`config.mk`:
```
export PLATFORM = sky130hd
export DESIGN_NAME = riscv_store_buffer
export DESIGN_NICKNAME = d
export VERILOG_FILES = /design/src/rtl/riscv_store_buffer.sv
export SDC_FILE = /design/constraint.sdc
export NUM_CORES = 1
export LEC_CHECK = 0
export BUFFER_PORTS_ARGS = -buffer_cell sky130_fd_sc_hd__buf_2
export CORE_MARGIN = 5
export CORE_UTILIZATION = 50
export DETAILED_ROUTE_END_ITERATION = 7
export PLACE_DENSITY = 0.72
export SETUP_SLACK_MARGIN = 0.15
export SYNTH_ARGS = -nofsm -noshare
export SYNTH_HDL_FRONTEND = slang
export SYNTH_SLANG_ARGS = --single-unit
```
`constraint.sdc`:
```
create_clock -name clk -period 3.5 [get_ports clk]
set_input_delay 0 -clock clk [delete_from_list [all_inputs] [get_ports clk]]
set_output_delay 0 -clock clk [all_outputs]
set_load 0.02 [all_outputs]
```
`src/rtl/riscv_store_buffer.sv`:
```
// riscv_store_buffer
//   Posted-write buffer between the core data-memory write port and the
//   memory / MMIO fabric. Stores are captured into an in-order FIFO of DEPTH
//   entries and drained over an OutValid/OutReady handshake. The core is
//   stalled only when the buffer is full.
//
//   Optional feature macro: STORE_FWD_EN
//     defined   -> store-to-load forwarding (youngest matching entry wins)
//     undefined -> FwdHit/FwdData tied to zero, LoadAdr unused
//   The port list is identical in both builds.
module riscv_store_buffer #(
    parameter int DEPTH = 4,
    parameter int AW    = 32,
    parameter int DW    = 32
) (
    input  logic                         clk,
    input  logic                         reset,
    input  logic                         MemWrite,
    input  logic [AW-1:0]                DataAdr,
    input  logic [DW-1:0]                WriteData,
    output logic                         Stall,
    output logic                         OutValid,
    input  logic                         OutReady,
    output logic [AW-1:0]                OutAdr,
    output logic [DW-1:0]                OutData,
    output logic [$clog2(DEPTH+1)-1:0]   Count,
    input  logic [AW-1:0]                LoadAdr,
    output logic                         FwdHit,
    output logic [DW-1:0]                FwdData
);

    localparam int PW = (DEPTH > 1) ? $clog2(DEPTH) : 1;
    localparam int CW = $clog2(DEPTH + 1);
    localparam logic [CW-1:0] FULL_CNT = CW'(DEPTH);

    // Storage and bookkeeping state
    logic [AW-1:0]    adr_mem_r [DEPTH];
    logic [DW-1:0]    dat_mem_r [DEPTH];
    logic [DEPTH-1:0] vld_r;
    logic [PW-1:0]    wr_ptr_r;
    logic [PW-1:0]    rd_ptr_r;
    logic [CW-1:0]    count_r;

    // Handshake qualifiers, all derived from registered occupancy
    logic full_s;
    logic empty_s;
    logic enq_s;
    logic deq_s;

    assign full_s  = (count_r == FULL_CNT);
    assign empty_s = (count_r == {CW{1'b0}});
    // A full buffer refuses the store even if the head drains this cycle,
    // which keeps OutReady out of the Stall path.
    assign enq_s   = MemWrite & ~full_s;
    assign deq_s   = ~empty_s & OutReady;

    assign Stall   = MemWrite & full_s;
    assign Count   = count_r;

    // Entry storage, valid bits and pointers
    always_ff @(posedge clk or negedge reset) begin
        if (!reset) begin
            for (int i = 0; i < DEPTH; i++) begin
                adr_mem_r[i] <= {AW{1'b0}};
                dat_mem_r[i] <= {DW{1'b0}};
            end
            vld_r    <= {DEPTH{1'b0}};
            wr_ptr_r <= {PW{1'b0}};
            rd_ptr_r <= {PW{1'b0}};
        end else begin
            if (enq_s) begin
                adr_mem_r[wr_ptr_r] <= DataAdr;
                dat_mem_r[wr_ptr_r] <= WriteData;
                vld_r[wr_ptr_r]     <= 1'b1;
                wr_ptr_r            <= wr_ptr_r + PW'(1);
            end
            // When both happen the buffer is neither empty nor full, so the
            // head and tail slots differ and the two valid-bit writes never collide.
            if (deq_s) begin
                vld_r[rd_ptr_r] <= 1'b0;
                rd_ptr_r        <= rd_ptr_r + PW'(1);
            end
        end
    end

    // Occupancy counter: moves only when exactly one side of the FIFO fires
    always_ff @(posedge clk or negedge reset) begin
        if (!reset) begin
            count_r <= {CW{1'b0}};
        end else begin
            case ({enq_s, deq_s})
                2'b10:   count_r <= count_r + CW'(1);
                2'b01:   count_r <= count_r - CW'(1);
                default: count_r <= count_r;
            endcase
        end
    end

    // Head entry presented toward memory; zero when nothing is buffered
    always_comb begin
        OutValid = ~empty_s;
        OutAdr   = {AW{1'b0}};
        OutData  = {DW{1'b0}};
        if (!empty_s) begin
            OutAdr  = adr_mem_r[rd_ptr_r];
            OutData = dat_mem_r[rd_ptr_r];
        end else begin
            OutAdr  = {AW{1'b0}};
            OutData = {DW{1'b0}};
        end
    end

`ifdef STORE_FWD_EN
    logic [PW-1:0] fwd_idx_s;
    logic          fwd_hit_s;
    logic [DW-1:0] fwd_data_s;

    // Walk from oldest to youngest so the last match (closest to wr) wins
    always_comb begin
        fwd_idx_s  = {PW{1'b0}};
        fwd_hit_s  = 1'b0;
        fwd_data_s = {DW{1'b0}};
        for (int i = 0; i < DEPTH; i++) begin
            fwd_idx_s = rd_ptr_r + PW'(i);
            if (vld_r[fwd_idx_s] && (adr_mem_r[fwd_idx_s] == LoadAdr)) begin
                fwd_hit_s  = 1'b1;
                fwd_data_s = dat_mem_r[fwd_idx_s];
            end else begin
                fwd_hit_s  = fwd_hit_s;
                fwd_data_s = fwd_data_s;
            end
        end
    end

    assign FwdHit  = fwd_hit_s;
    assign FwdData = fwd_data_s;
`else
    // Forwarding compiled out: outputs tied low, lookup address and valid
    // bits are intentionally left without a consumer.
    logic unused_fwd_s;
    assign unused_fwd_s = ^{LoadAdr, vld_r};
    assign FwdHit       = 1'b0;
    assign FwdData      = {DW{1'b0}};
`endif

endmodule

```
==> qor.yml <==
fin_skew_ps: 13.2
drv_slew: 0
die_area_mm2: 0.0276
fin_nets: 1068
arrival_ps: 2950
period_share_pct: 71.7
grt_max_degree: 120
start_kind: "flip-flop"
post-route-min-period_ps: 2510
synth_warnings: 0
required_ps: 3940
end_kind: "flip-flop"
synth_area_leaders: "dfrtp_1 (54%), mux2_2 (24%), mux4_2 (12%)"
grt_pass1_vias: 7492
syn_inst: 760
cap_violations: 0
drt_iter0_markers: 286
regToRegStartpoint: "Count[0]"
crit_fanout: 6
cts_tree: "yes"
final_common_cell: "dfrtp_1"
worst-setup-path-type: "reg2reg"
final_area_mm2: 0.0146
synth_area_mm2: 0.0122
cts_buffers: 28
avgViaCountPerCell: 5.25
postSynthAreaPerCell_um2: 16.0
dp_slack_ps: 962
clk_path_buf_depth: 3
finalSetupTns_ps: 0
drt_pre_antenna_iters: 5
hold_ws_ps: 148
yosys.cell_types.count: 23
yosysSeqAreaShare_pct: 54.0
grt_pass1_wl_mm: 41.2
rsz0062_at_grt: "no"
outcome: "completed"
slew_headroom_pct: 39.4
final_cell_mix: "dfrtp_1 (261), mux2_2 (257), buf_2 (135)"
gr-usage-all-layers_pct: 18.1
core_mm2: 0.0242
cts_resized: 0
insertion_delay_ps: 530
diodes: 0
place.gp.congestion: 0.705
layout-drive-gt1-share_pct: 53.3
crit_path_start: "Count[0]"
pwr_density_cell_mw_per_mm2: 1060
tightestPinTransition_ps: 910
setup_viol: 0
placed_area_mm2: 0.0130
p_leak_nw: 6.28
hold_path_class: "in2async"
row_count: 57
syn_to_final_growth_pct: 19.7
synth.top_cell.area_share_pct: 54.0
place_hpwl_mm: 14.3
vdd_drop_max_mv: 0.577
postRouteWirelength_mm: 24.7
cts.clk_slew.worst_paths_ps: 60
ys_seq_elements: 263
grt_overflow: 0
antenna_left: 0
wl_per_cell_um: 18.9
synth_top_cell_by_area: "dfrtp_1"
die_h_um: 166
cts_root_buf: "clkbuf_16"
via_count: 6841
timing.fmax_mhz: 398
remaining_drc_errors: 0
cts-htree-levels: 1
layout_setup_ws_ps: 990
num_io_pins: 202
antenna_found_initial: 0
finalHoldViolCount: 0
cts_sinks: 263
start_util_pct: 50.4
port_buffers: 136
die_w_um: 166
[synthesized netlist by cell type]
cell type and instances:
mux4_2 64, nand3_1 1, or3_1 1, dfrtp_1 263, buf_4 37, nand2b_1 1, conb_1 1, xor2_1 3
clkbuf_1 11, buf_1 1, fa_1 1, mux2_2 257, nor2_1 1, and2_1 66, mux2i_1 1, nor2_2 4
buf_2 5, ha_1 5, xnor2_1 3, nand2_1 4, buf_6 24, nor3b_2 1, inv_1 5
[area by class of cell]
| class | instances | area, µm² |
|---|---|---|
| Timing Repair Buffer | 218 | 1560 |
| Fill cell | 1846 | 9590 |
| Inverter | 5 | 18.8 |
| Tap cell | 324 | 405 |
| Clock buffer | 42 | 855 |
| Sequential cell | 263 | 6590 |
| Clock inverter | 5 | 50.0 |
| Multi-Input combinational cell | 446 | 5110 |
[critical path, cell delays in order, from the launching register on]
cell,delay (ps)
dfrtp_1,430
nor3b_2,660
nand2b_1,270
ha_1,210
inv_1,60
fa_1,370
xor2_1,150
nor2_1,110
xor2_1,160
[power by group]
| part | total [W] | switching (W) | leakage, nW | internal (W) |
|---|---|---|---|---|
| Combinational | 0.00715 | 0.00330 | 2.72 | 0.00385 |
| Clock | 0.00289 | 0.00115 | 0.451 | 0.00174 |
| Sequential | 0.00541 | 0.000787 | 3.11 | 0.00462 |
| Total | 0.0154 | 0.00523 | 6.28 | 0.0102 |
[what timing repair did]
action                                 CTS  global route
endpoints found under the hold margin  376             0
hold buffers                            67             0
buffers inserted                         0             0
[cells by family (layout without fill, tap and decap cells)]
group | count (synthesis) | after routing | synth area share (%)
buf+inv | 83 | 270 | 5.22
xor+xnor | 6 | 6 | 0.431
fa+ha+maj | 6 | 6 | 0.677
flops | 263 | 263 | 54.0
other cells | 1 | 33 | 0.0308
simple gates | 79 | 79 | 3.99
mux | 322 | 322 | 35.6
[metrics by stage]
| stage | cells | power, W | utilization [%] |
|---|---|---|---|
| final | 1303 | 0.0154 | 60.3 |
| after global routing | 1303 | 0.0165 | 60.3 |
| after CTS | 1303 | 0.0157 | 60.3 |
| after detailed placement | 1189 | 0.0127 | 53.8 |
| after global placement | 1189 | 0.0125 | 53.8 |
| after floorplan | 792 | 0.0108 | - |
[metal layers]
metal  GRT usage, %  share of wire [%]
met1           25.0                 44
met5              0                  0
met4           3.30                1.2
met2           30.5                 49
met3           3.71                5.1
[flip-flops by register name (all words and copies together) (netlist names)]
register	flops
wr_ptr_r	2
Count	3
rd_ptr_r	2
dat_mem_r	128
adr_mem_r	128
[final timing paths]
check	slack, ps	endpoint	cells after the start
min in group clk	280	dat_mem_r[70]	3
min reg2reg	500	dat_mem_r[15]	1
max reg2reg	990	Count[2]	8
max	990	Count[2]	8
max in group asynchronous	2270	dat_mem_r[9]	3
min	150	adr_mem_r[41]	2
Power figures use the tool's default switching activity.
